$ cat config.mk
export PLATFORM = sky130hd
export DESIGN_NAME = mest_pro_mem_arb
export DESIGN_NICKNAME = d
export VERILOG_FILES = /design/src/rtl/mest_pro_mem_arb.sv
export SDC_FILE = /design/constraint.sdc
export NUM_CORES = 1
export LEC_CHECK = 0
export CORE_UTILIZATION = 38
export CTS_CLUSTER_DIAMETER = 100
export DETAILED_ROUTE_END_ITERATION = 10
export PLACE_DENSITY = 0.88
export RECOVER_POWER = 25
export SYNTH_ARGS = -nofsm -noshare
export SYNTH_HDL_FRONTEND = slang
export SYNTH_SLANG_ARGS = --single-unit
$ cat constraint.sdc
create_clock -name clk -period 2.5 [get_ports clk]
set_input_delay 0.5 -clock clk [delete_from_list [all_inputs] [get_ports clk]]
set_output_delay 0.5 -clock clk [all_outputs]
set_load 0.02 [all_outputs]
$ cat src/rtl/mest_pro_mem_arb.sv
// ---------------------------------------------------------------------------
// mest_pro_mem_arb
//
// Purpose:
//   Shares the single MESTPro memory port between instruction fetch and the
//   execute-stage load/store unit. Only one transaction is in flight at a
//   time. Requesters use req/gnt/valid, the memory side uses req/ack, and a
//   watchdog aborts a transaction that never sees an ack so the core
//   controller cannot deadlock.
//
// Configuration macro:
//   MEST_PRO_ARB_RR_EN  defined   -> round-robin between fetch and exec when
//                                    both request in the same IDLE cycle
//                       undefined -> fixed priority, exec beats fetch
//
// Ports:
//   clk            rising-edge clock
//   i_reset        asynchronous active-high reset
//   i_fetch_req    fetch request, held until o_fetch_gnt
//   i_fetch_addr   fetch address
//   o_fetch_gnt    1-cycle pulse, fetch accepted
//   o_fetch_valid  1-cycle pulse, fetch complete (o_fetch_rdata valid)
//   o_fetch_rdata  instruction word
//   i_exec_req     exec request, held until o_exec_gnt
//   i_exec_we      1 = store, 0 = load
//   i_exec_addr    load/store address
//   i_exec_wdata   store data
//   o_exec_gnt     1-cycle pulse, exec accepted
//   o_exec_valid   1-cycle pulse, load data valid / store done
//   o_exec_rdata   load data
//   o_mem_req      memory request, held until i_mem_ack
//   o_mem_we       memory write enable
//   o_mem_addr     memory address
//   o_mem_wdata    memory write data
//   i_mem_ack      memory completion (1 cycle)
//   i_mem_rdata    memory read data, valid with i_mem_ack
//   o_busy         transaction in flight
//   o_timeout      sticky: a transaction was aborted by the watchdog
// ---------------------------------------------------------------------------
module mest_pro_mem_arb #(
    parameter int ADDR_W  = 16,
    parameter int DATA_W  = 16,
    parameter int TIMEOUT = 15
) (
    input  logic              clk,
    input  logic              i_reset,
    input  logic              i_fetch_req,
    input  logic [ADDR_W-1:0] i_fetch_addr,
    output logic              o_fetch_gnt,
    output logic              o_fetch_valid,
    output logic [DATA_W-1:0] o_fetch_rdata,
    input  logic              i_exec_req,
    input  logic              i_exec_we,
    input  logic [ADDR_W-1:0] i_exec_addr,
    input  logic [DATA_W-1:0] i_exec_wdata,
    output logic              o_exec_gnt,
    output logic              o_exec_valid,
    output logic [DATA_W-1:0] o_exec_rdata,
    output logic              o_mem_req,
    output logic              o_mem_we,
    output logic [ADDR_W-1:0] o_mem_addr,
    output logic [DATA_W-1:0] o_mem_wdata,
    input  logic              i_mem_ack,
    input  logic [DATA_W-1:0] i_mem_rdata,
    output logic              o_busy,
    output logic              o_timeout
);

    localparam logic [0:0] S_IDLE = 1'b0;
    localparam logic [0:0] S_MEM  = 1'b1;
    localparam int         TW     = $clog2(TIMEOUT + 1);

    logic [0:0]    r_state;
    logic          r_ownerExec;
    logic [TW-1:0] r_timer;
    logic          w_anyReq;
    logic          w_pickExec;
    logic          w_timerExpired;

    assign w_anyReq       = i_fetch_req | i_exec_req;
    // The counter holds the number of completed MEM cycles without an ack, so
    // the current cycle is the TIMEOUT-th one when it equals TIMEOUT-1.
    assign w_timerExpired = (r_timer == TW'(TIMEOUT - 1));

`ifdef MEST_PRO_ARB_RR_EN
    // r_lastExec remembers who owned the last granted transaction. Reset
    // value 0 means "fetch went last", so exec wins the first contest.
    logic r_lastExec;

    always_comb begin
        w_pickExec = i_exec_req;
        if (i_fetch_req && i_exec_req) begin
            w_pickExec = ~r_lastExec;
        end
    end

    always_ff @(posedge clk or posedge i_reset) begin
        if (i_reset) begin
            r_lastExec <= 1'b0;
        end else if (r_state == S_IDLE && w_anyReq) begin
            r_lastExec <= w_pickExec;
        end
    end
`else
    // Fixed priority: exec wins whenever it is requesting.
    assign w_pickExec = i_exec_req;
`endif

    // Main transaction FSM. Grants and valids are single-cycle pulses, so
    // they default to 0 each cycle and are only raised on the event edge.
    always_ff @(posedge clk or posedge i_reset) begin
        if (i_reset) begin
            r_state       <= S_IDLE;
            r_ownerExec   <= 1'b0;
            r_timer       <= '0;
            o_fetch_gnt   <= 1'b0;
            o_fetch_valid <= 1'b0;
            o_fetch_rdata <= '0;
            o_exec_gnt    <= 1'b0;
            o_exec_valid  <= 1'b0;
            o_exec_rdata  <= '0;
            o_mem_req     <= 1'b0;
            o_mem_we      <= 1'b0;
            o_mem_addr    <= '0;
            o_mem_wdata   <= '0;
            o_busy        <= 1'b0;
            o_timeout     <= 1'b0;
        end else begin
            o_fetch_gnt   <= 1'b0;
            o_exec_gnt    <= 1'b0;
            o_fetch_valid <= 1'b0;
            o_exec_valid  <= 1'b0;
            if (r_state == S_IDLE) begin
                if (w_anyReq) begin
                    r_state     <= S_MEM;
                    r_ownerExec <= w_pickExec;
                    r_timer     <= '0;
                    o_mem_req   <= 1'b1;
                    o_busy      <= 1'b1;
                    if (w_pickExec) begin
                        o_exec_gnt  <= 1'b1;
                        o_mem_we    <= i_exec_we;
                        o_mem_addr  <= i_exec_addr;
                        o_mem_wdata <= i_exec_wdata;
                    end else begin
                        o_fetch_gnt <= 1'b1;
                        o_mem_we    <= 1'b0;
                        o_mem_addr  <= i_fetch_addr;
                        o_mem_wdata <= '0;
                    end
                end
            end else begin
                // An ack on the last allowed cycle still counts as a normal
                // completion, so it is tested before the watchdog.
                if (i_mem_ack) begin
                    r_state   <= S_IDLE;
                    o_mem_req <= 1'b0;
                    o_busy    <= 1'b0;
                    if (r_ownerExec) begin
                        o_exec_valid <= 1'b1;
                        if (!o_mem_we) begin
                            o_exec_rdata <= i_mem_rdata;
                        end
                    end else begin
                        o_fetch_valid <= 1'b1;
                        o_fetch_rdata <= i_mem_rdata;
                    end
                end else if (w_timerExpired) begin
                    r_state   <= S_IDLE;
                    o_mem_req <= 1'b0;
                    o_busy    <= 1'b0;
                    o_timeout <= 1'b1;
                    if (r_ownerExec) begin
                        o_exec_valid <= 1'b1;
                        o_exec_rdata <= '0;
                    end else begin
                        o_fetch_valid <= 1'b1;
                        o_fetch_rdata <= '0;
                    end
                end else begin
                    r_timer <= r_timer + TW'(1);
                end
            end
        end
    end

endmodule
### Word-level counts from Yosys, hierarchy flattened

Index checks and enable logic that the tools add are counted.

* bits in registers: 77
* bits in latches: 0
* memories: 0
* output and inout port bits: 72
* bits of input ports: 70
* bits in read-only memories: 0
* bits in writable memories: 0

* $lt $le $gt $ge: 0
* eq/ne operators: 5
* reductions and logical operators: 8
* multipliers: 0
* shift-type cells: 0
* divide/modulo/power cells: 0
* add/sub/neg operators: 1
* multiplexer cells: 38
* bitwise logic cells: 4

Operator list (count)
* $mux 16: 11
* $mux 1: 23
* $mux 4: 4
* $reduce_and 3->1: 3
* $ne 2x2->1 const B: 3
* $add 4x1->4 const B: 1
* $eq 4x4->1 const B: 1
* $reduce_and 2->1: 2
* $reduce_and 4->1: 1
* $reduce_bool 2->1: 2
* $ne 3x2->1 const B: 1
* $not 1->1: 3
* $or 1x1->1: 1

### Longest topological paths before layout

Gate-level depths: netlist of run 1.

* word-level depth: 4
* gate-level depth with buffers: 7

### Least setup slack after synthesis of run 1

OpenSTA, ideal clock, no wires.

* path type: register to register
* start point: reg r_timer[0]
* end point: reg o_exec_rdata[10]
* stages on the path, launching flop included: 7
* data required time: 2.378 ns
* arrival time: 1.476 ns
* path buffers: 1
* slack: 0.902 ns
* cell sequence: dfrtp_1 > inv_1 > ha_1 > a31oi_4 > a211o_1 > buf_6 > a32o_1

* word-level cells in the longest chain between the ends: 3

Ends and longest elaborated chain
* from (decl): RTL line 75 `logic [TW-1:0] r_timer;`
* from (signal assigned): RTL line 181 `r_timer <= r_timer + TW'(1);`
* $eq 4x4->1: RTL line 83 `assign w_timerExpired = (r_timer == TW'(TIMEOUT - 1));`
* $reduce_bool 2->1 (no source line)
* $reduce_and 4->1 (no source line)
* to (signal assigned): RTL line 162 `o_exec_rdata <= i_mem_rdata;`
* to (decl): RTL line 58 `output logic [DATA_W-1:0] o_exec_rdata,`

Every way passes these cells.
A chain may end at the register's enable or synchronous reset.

### Worst setup path in the final report of run 1

* start point: reg o_mem_we
* end point: out o_mem_we

RTL lines
* from (decl): RTL line 60 `output logic o_mem_we,`
* from (signal assigned): RTL line 142 `o_mem_we <= i_exec_we;`

No word-level cell between the ends.

==> out/summary.log, run 1 <==
[clock_network] Max clock buf depth 2
[global_routing] number of antenna violations at the first check in global routing 0
[floorplanning] Placement Rows 33
[floorplanning] Initial Utilization 0.3936
[floorplanning] die width 94.26 um
[place] Post-Place Cell Area 0.004756 sq mm
[finish] # nets final 479
[sta] hold violation total from the final report 0
[global_routing] global router's overall resource usage 0.1840
[synth] share of the synthesized area in the top cell type 0.5957
[sta] Tightest Pin Transition 1.409 ns
[sta] total negative slack 0 ns
[sta] setup repair after global routing missed its margin false
[critical_path] data arrival time of the critical path 1.56 ns
[clock_network] number of levels the H-tree was split into 3
[drt] total routed wirelength 7844 um
[synth] most area-hungry cell type in the Yosys netlist sky130_fd_sc_hd__dfrtp_1
[clock_network] TritonCTS clock tree yes
[place] total half-perimeter wirelength after legalization and detailed placement 5763 um
[min_path] worst min-delay path category reg -> reg
[finish] most frequent standard cell in the layout excluding fill and tap cells sky130_fd_sc_hd__clkdlybuf4s50_1
[synth] Avg Cell Area, Syn 12.07 sq um
[pwr] post-route total power 5.382 mW
[global_routing] vias in the first global route 2603
[clock_network] cell at the root of the clock tree sky130_fd_sc_hd__clkbuf_8
[synth] fraction of registers with async set/reset 1.000
[sta] Slew HR 0.05518
[global_routing] final global-route overflow total 0
[clock_network] number of buffers created by CTS 9
[critical_path] library cell contributing the largest single delay on the critical path sky130_fd_sc_hd__clkdlybuf4s50_1
[synth] Syn Inst Count 268
[drt] DR vias 2567
[synth] Mapped Nets 340
[sta] Hold Worst Slack 0.4782 ns
[critical_path] Worst setup SP type flop
[finish] combined area of the multi-input logic cells 0.001144 sq mm
[critical_path] crit path capture type output port
[clock_network] number of resized instances in the post-cts repair step 0
[floorplanning] total I/O pin count 142
[finish] filler cell count 699
[drt] routed wirelength normalized by instance count 15.20 um
[sta] final period demand of the worst path 2.059 ns
[pwr] power density over the cells 1092 mW/mm^2
[drt] drt drc 0
[drt] number of nets still failing antenna checks after routing 0
[floorplanning] floorplan die area 0.008884 sq mm
[finish] layout cell share with drive strength beyond 1 0.05839
[sta] highest achievable clock rate 0.4858 GHz
[sta] setup violation total in the final timing report 0
[sta] fraction of the cycle the final worst path needs 0.8235
[synth] biggest area contributors in the synthesized netlist sky130_fd_sc_hd__dfrtp_1 60%, sky130_fd_sc_hd__mux2i_1 10%, sky130_fd_sc_hd__a22o_1 4.6%
[drt] detailed-route vias per instance 4.975
[clock_network] worst skew pair latency 0.33 ns
[critical_path] Critical Path Fanout Max 8
[global_routing] wire length of the first global-routing pass 12380 um
[place] worst setup timing slack at the placement stage 0.3926 ns
[finish] most frequent cells in the layout 139 x sky130_fd_sc_hd__clkdlybuf4s50_1, 77 x sky130_fd_sc_hd__dfrtp_1, 33 x sky130_fd_sc_hd__nand2_1, 33 x sky130_fd_sc_hd__mux2i_1, 20 x sky130_fd_sc_hd__o21ai_0
[synth] flops & latches, synth 77
[global_routing] global routing usage on met1 0.2183
[finish] final standard cell area without fillers 0.004930 sq mm
[critical_path] list of cells traversed by the critical path clkdlybuf4s50_1
[clock_network] hold buffer count at cts 0
[global_routing] routing layer with the top usage in global route met2
[place] final estimated routing congestion in global placement 0.7761
[status] status complete, no violations
[critical_path] Worst Setup Path Type reg -> out
[pwr] Peak VDD IR 0.4164 mV
[finish] synth-to-layout area growth 52.42%
[synth] unique cell type count in the Yosys netlist 33
[critical_path] category of cells accounting for the largest share of critical-path delay buffers and inverters
[critical_path] largest stage delay on the critical path 0.68 ns
[floorplanning] core area 0.008217 sq mm
[synth] number of flops mapped to enable cells by yosys 0
[clock_network] Reg clk slew, reported paths 0.07 ns
[critical_path] required time at the worst-slack endpoint 2.00 ns
[floorplanning] height of the die 94.26 um
[sta] clock skew 0.004620 ns
[drt] length of the first detailed-routing pass in iterations 4
[synth] total standard cell area after synthesis 0.003234 sq mm
[critical_path] sum of buffers and inverters on the critical path 1
[synth] main flop type after synthesis sky130_fd_sc_hd__dfrtp_1
[finish] sequential cell area 0.001927 sq mm
[sta] Setup WS post-layout 0.4414 ns
[global_routing] routing usage on met3 0.05825
[finish] antenna diode count 0
[place] buffers added on ports 141
[synth] Synth Warn # 0
[clock_network] buffers inserted by post-CTS timing repair 0
[drt] DRC violation total after the first TritonRoute iteration 95
[sta] number of slew-limit violations in the final report 0
[run] Max-cap violations 0
[global_routing] largest net degree at the start of global routing 49
[clock_network] TritonCTS sink count 77
[synth] part of the Yosys area used for sequential elements 0.5957
[global_routing] met2 demand-to-capacity share in global routing 0.3037
[pwr] static leakage 2.152 nW
==> power by group <==
group	switching, mW	internal [mW]
combinational	1.21	1.25
sequential	0.332	1.73
clock	0.404	0.456
total	1.94	3.44
==> cell families (layout without fill, tap and decap cells) <==
| kind of cell | Yosys count | after routing | synth area share |
|---|---|---|---|
| flops | 77 | 77 | 0.5957 |
| simple gates | 54 | 54 | 0.08085 |
| buf+inv | 38 | 181 | 0.05493 |
| compound gates | 63 | 63 | 0.1551 |
| fa+ha+maj | 2 | 2 | 0.007736 |
| mux | 34 | 34 | 0.1056 |
==> final timing paths <==
kind | endpoint | from | slack [ns] | depth (start not counted)
min | o_mem_addr[9]$_DFFE_PP0P_ | o_mem_addr[9]$_DFFE_PP0P_ | 0.48 | 2
max | o_mem_we | o_mem_we$_DFFE_PP0P_ | 0.44 | 1
max reg2reg | o_exec_rdata[5]$_DFFE_PP0P_ | r_timer[0]$_DFFE_PP0P_ | 0.71 | 5
min reg2reg | o_mem_addr[9]$_DFFE_PP0P_ | o_mem_addr[9]$_DFFE_PP0P_ | 0.48 | 2
min in group asynchronous | o_fetch_rdata[0]$_DFFE_PP0P_ | i_reset | 0.95 | 2
max in group asynchronous | o_mem_wdata[7]$_DFFE_PP0P_ | i_reset | 0.75 | 3
==> metal layers <==
layer	part of all wire	vias to the layer above	wire, um
li1	-	1217	-
met1	0.41	1243	3211
met2	0.50	93	3918
met3	0.074	14	580
met4	0.017	0	133
met5	0	-	0
==> registers in the layout, summed over array words and instances, names as in the netlist, 4 cells and up <==
name	cells
o_mem_addr	16
r_timer	4
o_mem_wdata	16
o_fetch_rdata	16
o_exec_rdata	16
==> cell usage after synthesis, types with 3 or more instances <==
master	instances
sky130_fd_sc_hd__nor2_1	3
sky130_fd_sc_hd__a32o_1	14
sky130_fd_sc_hd__clkbuf_1	7
sky130_fd_sc_hd__nand2b_1	4
sky130_fd_sc_hd__o21ai_0	20
sky130_fd_sc_hd__buf_4	3
sky130_fd_sc_hd__dfrtp_1	77
sky130_fd_sc_hd__buf_2	7
sky130_fd_sc_hd__and3_1	3
sky130_fd_sc_hd__nand2_1	33
sky130_fd_sc_hd__mux2i_1	33
sky130_fd_sc_hd__a22o_1	17
sky130_fd_sc_hd__nand3_1	4
sky130_fd_sc_hd__inv_1	19
==> cell type report <==
| class | instances | share of cell area |
|---|---|---|
| Sequential cell | 77 | 0.3909 |
| Inverter | 19 | 0.01472 |
| Tap cell | 105 | 0.02665 |
| Timing Repair Buffer | 147 | 0.3005 |
| Clock inverter | 2 | 0.007107 |
| Multi-Input combinational cell | 153 | 0.2320 |
| Clock buffer | 13 | 0.02817 |
==> per-stage QoR <==
stage               std cells  utilization
finish                    516       0.6000
global route              516       0.6000
CTS                       516       0.6000
detailed placement        501       0.5788
global placement          501       0.5788
floorplan                 268            -
No activity file was read; power rests on OpenSTA's default activity.
==> inputs of run 2 (changes only) <==
Clock period 2.5 ns to 1.8 ns, I/O delays scaled along.
==> out/summary.log, run 2 (synthesis results as in run 1) <==
[status] status complete, no violations
[finish] most frequent standard cell in the layout excluding fill and tap cells sky130_fd_sc_hd__clkdlybuf4s50_1
[drt] length of the first detailed-routing pass in iterations 4
[floorplanning] core area 0.008217 sq mm
[sta] setup repair after global routing missed its margin true
[sta] final period demand of the worst path 1.725 ns
[clock_network] worst skew pair latency 0.35 ns
[floorplanning] Placement Rows 33
[floorplanning] total I/O pin count 142
[sta] fraction of the cycle the final worst path needs 0.9583
[sta] number of slew-limit violations in the final report 0
[sta] clock skew 0.01184 ns
[critical_path] Worst setup SP type flop
[pwr] power density over the cells 1538 mW/mm^2
[critical_path] Worst Setup Path Type reg -> reg
[drt] DR vias 2618
[drt] DRC violation total after the first TritonRoute iteration 121
[global_routing] vias in the first global route 2591
[global_routing] global routing usage on met1 0.2292
[sta] setup violation total in the final timing report 0
[critical_path] data arrival time of the critical path 1.99 ns
[pwr] Peak VDD IR 0.9108 mV
[place] worst setup timing slack at the placement stage -0.05682 ns
[sta] Setup WS post-layout 0.07514 ns
[drt] detailed-route vias per instance 4.958
[clock_network] Reg clk slew, reported paths 0.08 ns
[place] buffers added on ports 141
[sta] hold violation total from the final report 0
[sta] Slew HR 0.5327
[drt] total routed wirelength 8249 um
[global_routing] met2 demand-to-capacity share in global routing 0.3050
[finish] filler cell count 641
[run] Max-cap violations 0
[clock_network] hold buffer count at cts 0
[clock_network] Max clock buf depth 2
[global_routing] final global-route overflow total 0
[global_routing] routing layer with the top usage in global route met2
[min_path] worst min-delay path category reg -> reg
[min_path] Worst Hold Path Cells 2
[floorplanning] Initial Utilization 0.3936
[global_routing] number of antenna violations at the first check in global routing 0
[place] final estimated routing congestion in global placement 0.7730
[finish] combined area of the multi-input logic cells 0.001156 sq mm
[global_routing] routing usage on met3 0.06958
[drt] number of nets still failing antenna checks after routing 0
[global_routing] largest net degree at the start of global routing 40
[clock_network] TritonCTS sink count 77
[finish] layout cell share with drive strength beyond 1 0.09456
[critical_path] Reg2Reg Depth 7
[critical_path] Critical Path Fanout Max 17
[sta] total negative slack 0 ns
[place] total half-perimeter wirelength after legalization and detailed placement 6204 um
[critical_path] required time at the worst-slack endpoint 2.06 ns
[global_routing] wire length of the first global-routing pass 12590 um
[floorplanning] floorplan die area 0.008884 sq mm
[drt] routed wirelength normalized by instance count 15.62 um
[sta] Tightest Pin Transition 0.6971 ns
[critical_path] crit path capture type flop
[pwr] post-route total power 7.810 mW
[global_routing] global router's overall resource usage 0.1877
[pwr] static leakage 2.241 nW
[finish] antenna diode count 0
[clock_network] cell at the root of the clock tree sky130_fd_sc_hd__clkbuf_8
[finish] # nets final 490
[finish] most frequent cells in the layout 139 x sky130_fd_sc_hd__clkdlybuf4s50_1, 77 x sky130_fd_sc_hd__dfrtp_1, 33 x sky130_fd_sc_hd__nand2_1, 33 x sky130_fd_sc_hd__mux2i_1, 20 x sky130_fd_sc_hd__o21ai_0
[finish] sequential cell area 0.001927 sq mm
[floorplanning] die width 94.26 um
[floorplanning] height of the die 94.26 um
[drt] drt drc 0
[finish] synth-to-layout area growth 57.02%
[clock_network] TritonCTS clock tree yes
[finish] utilization after layout 0.6181
[clock_network] number of levels the H-tree was split into 3
[sta] highest achievable clock rate 0.5798 GHz
[clock_network] number of buffers created by CTS 9
-- run 2: cell types whose count changed in the layout (fill, tap and decap cells not counted) --
cell	change
sky130_fd_sc_hd__dlygate4sd3_1	-1
sky130_fd_sc_hd__ha_4	+1
sky130_fd_sc_hd__clkbuf_4	+1
sky130_fd_sc_hd__bufinv_16	+1
sky130_fd_sc_hd__clkbuf_1	-3
sky130_fd_sc_hd__dlymetal6s2s_1	+1
sky130_fd_sc_hd__clkbuf_2	+1
sky130_fd_sc_hd__clkinv_2	+1
sky130_fd_sc_hd__buf_4	+8
sky130_fd_sc_hd__ha_1	-1
sky130_fd_sc_hd__buf_12	+1
sky130_fd_sc_hd__clkinv_4	+2
-- run 2: report_power, final --
part           internal [mW]  switching [mW]
Combinational           1.81            1.75
Sequential              2.41           0.450
Clock                  0.781           0.613
-- run 2: metal layers --
layer / share of wire / routed length, um
met1: 0.41 / 3366
met2: 0.49 / 4068
met3: 0.083 / 681
met4: 0.016 / 133
met5: 0 / 0
-- run 2: final timing paths --
check                                            from                       endpoint  slack (ns)
setup / recovery               r_timer[0]$_DFFE_PP0P_  o_fetch_rdata[13]$_DFFE_PP0P_        0.08
hold / removal             o_mem_addr[10]$_DFFE_PP0P_     o_mem_addr[10]$_DFFE_PP0P_        0.48
setup reg to reg               r_timer[0]$_DFFE_PP0P_  o_fetch_rdata[13]$_DFFE_PP0P_        0.08
hold reg to reg            o_mem_addr[10]$_DFFE_PP0P_     o_mem_addr[10]$_DFFE_PP0P_        0.48
max in group asynchronous                     i_reset      o_mem_addr[7]$_DFFE_PP0P_        0.26
min in group asynchronous                     i_reset         r_timer[0]$_DFFE_PP0P_        0.54
-- run 2: cell type report --
type / instances / share of cell area
Multi-Input combinational cell: 153 / 0.2276
Sequential cell: 77 / 0.3794
Clock inverter: 6 / 0.01725
Timing Repair Buffer: 158 / 0.3104
Inverter: 19 / 0.01429
Tap cell: 105 / 0.02587
Clock buffer: 10 / 0.02513
-- run 2: per-stage QoR --
step	hold WS (ns)	instances	cell area, sq um
2_1_floorplan	0.4925	268	3238
3_3_place_gp	0.4651	512	4878
3_5_place_dp	0.4693	512	4878
4_1_cts	0.3665	528	5094
5_1_grt	0.5169	528	5079
6_report	0.4815	528	5079
-- run 2: critical path: stages, from the launching register on --
cell and delay [ns]:
sky130_fd_sc_hd__dfrtp_1 0.43, sky130_fd_sc_hd__inv_1 0.14, sky130_fd_sc_hd__ha_4 0.18, sky130_fd_sc_hd__a31oi_4 0.12, sky130_fd_sc_hd__buf_4 0.17, sky130_fd_sc_hd__nor3b_4 0.20
sky130_fd_sc_hd__buf_12 0.20, sky130_fd_sc_hd__mux2i_1 0.21
-- run 2: what timing repair did --
item,4_1_cts,5_1_grt
endpoints found under the setup margin,0,24
buffers inserted,0,0
gates resized for setup,0,3
==> inputs of run 3 (changes only) <==
Settings changed: CORE_MARGIN from default to 8, PLACE_DENSITY 0.88 to default, PLACE_DENSITY_LB_ADDON from default to 0.1.
==> out/summary.log, run 3 (synthesis results as in run 1) <==
[sta] hold violation total from the final report 0
[drt] DRC violation total after the first TritonRoute iteration 57
[drt] DR vias 2583
[critical_path] RR Startpoint r_timer[0]$_DFFE_PP0P_
[floorplanning] die width 108.3 um
[critical_path] Worst setup SP type flop
[critical_path] Worst Setup Path Type reg -> out
[sta] clock skew 0.003511 ns
[finish] # nets final 492
[finish] antenna diode count 0
[sta] setup violation total in the final timing report 0
[clock_network] number of buffers created by CTS 9
[critical_path] category of cells accounting for the largest share of critical-path delay buffers and inverters
[sta] number of slew-limit violations in the final report 0
[sta] fraction of the cycle the final worst path needs 0.9541
[sta] setup repair after global routing missed its margin false
[clock_network] hold buffer count at cts 0
[drt] detailed-route vias per instance 4.874
[critical_path] R2R Path End o_exec_rdata[4]$_DFFE_PP0P_
[critical_path] crit path capture type output port
[finish] layout cell share with drive strength beyond 1 0.1012
[drt] number of nets still failing antenna checks after routing 0
[sta] highest achievable clock rate 0.5823 GHz
[critical_path] crit path from o_busy$_DFFE_PP0P_
[global_routing] global router's overall resource usage 0.1495
[place] final estimated routing congestion in global placement 0.7950
[global_routing] final global-route overflow total 0
[place] buffers added on ports 141
[drt] routed wirelength normalized by instance count 16.38 um
[min_path] launch instance of the worst min-delay path o_timeout$_DFFE_PP0P_
[clock_network] TritonCTS sink count 77
[critical_path] R2R Setup Slk 0.15 ns
[min_path] Worst Hold Path Cells 1
[floorplanning] height of the die 108.3 um
[drt] total routed wirelength 8682 um
[finish] most frequent cells in the layout 140 x sky130_fd_sc_hd__clkdlybuf4s50_1, 77 x sky130_fd_sc_hd__dfrtp_1, 33 x sky130_fd_sc_hd__nand2_1, 33 x sky130_fd_sc_hd__mux2i_1, 20 x sky130_fd_sc_hd__o21ai_0
[floorplanning] Placement Rows 33
[place] total half-perimeter wirelength after legalization and detailed placement 6474 um
[global_routing] wire length of the first global-routing pass 13990 um
[global_routing] number of antenna violations at the first check in global routing 0
[clock_network] worst skew pair latency 0.33 ns
[floorplanning] floorplan die area 0.01172 sq mm
[critical_path] library cell contributing the largest single delay on the critical path sky130_fd_sc_hd__clkdlybuf4s50_1
[critical_path] Reg2Reg Depth 5
[min_path] terminating pin of the worst hold path o_timeout$_DFFE_PP0P_
[sta] Slew HR 0.3155
[min_path] worst min-delay path category reg -> reg
[pwr] Peak VDD IR 0.7918 mV
[drt] length of the first detailed-routing pass in iterations 5
[floorplanning] Initial Utilization 0.3936
[sta] Hold Worst Slack 0.4769 ns
[sta] total negative slack 0 ns
[critical_path] data arrival time of the critical path 1.36 ns
[clock_network] Max clock buf depth 2
[sta] final period demand of the worst path 1.717 ns
[finish] most frequent standard cell in the layout excluding fill and tap cells sky130_fd_sc_hd__clkdlybuf4s50_1
[status] status complete, no violations
[critical_path] sum of buffers and inverters on the critical path 1
[critical_path] required time at the worst-slack endpoint 1.44 ns
[sta] Tightest Pin Transition 1.027 ns
[clock_network] Reg clk slew, reported paths 0.07 ns
[critical_path] list of cells traversed by the critical path clkdlybuf4s50_1
[finish] synth-to-layout area growth 58.26%
[pwr] static leakage 2.247 nW
[global_routing] vias in the first global route 2753
[drt] drt drc 0
[clock_network] TritonCTS clock tree yes
[clock_network] number of levels the H-tree was split into 3
[floorplanning] core area 0.008217 sq mm
[clock_network] cell at the root of the clock tree sky130_fd_sc_hd__clkbuf_8
[critical_path] largest stage delay on the critical path 0.63 ns
[run] Max-cap violations 0
[pwr] power density over the cells 1505 mW/mm^2
[global_routing] largest net degree at the start of global routing 78
[critical_path] Critical Path Fanout Max 3
[floorplanning] total I/O pin count 142
run 3: cell count changes in the layout (fill, tap and decap cells not counted), sizes merged:
cell,change
buf,+2
bufinv,-1
clkbuf,+1
clkdlybuf4s50,+1
dlymetal6s2s,-1
run 3: layout make-up:
cell class / count / area [sq um]
Timing Repair Buffer: 160 / 1638
Sequential cell: 77 / 1927
Clock buffer: 11 / 141.4
Inverter: 19 / 75.07
Fill cell: 694 / 3098
Multi-Input combinational cell: 153 / 1156
Tap cell: 105 / 131.4
Clock inverter: 5 / 50.05
run 3: report_power, final:
| group | internal (mW) | switching (mW) | leakage, nW |
|---|---|---|---|
| clock network | 0.669 | 0.580 | 0.103 |
| registers | 2.41 | 0.433 | 0.983 |
| logic | 1.87 | 1.74 | 1.16 |
run 3: repair_timing:
item | 4_1_cts | 5_1_grt
hold endpoints to repair | 0 | 0
setup endpoints to repair | 0 | 29
buffers inserted | 0 | 2
gates resized for setup | 0 | 4
run 3: how the worst max path moves through the flow:
stage / end / slack [ns] / depth (start not counted)
2_1_floorplan: o_exec_rdata[10]$_DFFE_PP0P_ / 0.20 / 6
3_3_place_gp: o_exec_rdata[6]$_DFFE_PP0P_ / -0.07 / 4
3_5_place_dp: o_exec_rdata[13]$_DFFE_PP0P_ / -0.15 / 4
4_1_cts: o_exec_rdata[8]$_DFFE_PP0P_ / 0.04 / 5
5_1_grt: o_mem_req / 0.03 / 1
6_report: o_busy / 0.08 / 1
run 3: layer usage:
layer	up-vias	GRT usage	share of wire
met3	2	0.06544	0.099
li1	1247	-	-
met4	0	0.04106	0.0044
met2	94	0.2424	0.49
met5	-	0	0
met1	1240	0.1770	0.40
run 3: per-stage QoR:
stage	util	instance area (sq um)	cells	worst slack (ns)	total power [mW]
final	0.6230	5119	530	0.08262	7.703
after global routing	0.6230	5119	530	0.02701	8.184
after CTS	0.6185	5082	528	0.04081	7.768
after detailed placement	0.5952	4891	512	-0.1519	6.483
after global placement	0.5952	4891	512	-0.07243	6.406
after floorplan	-	3238	268	0.2024	4.564
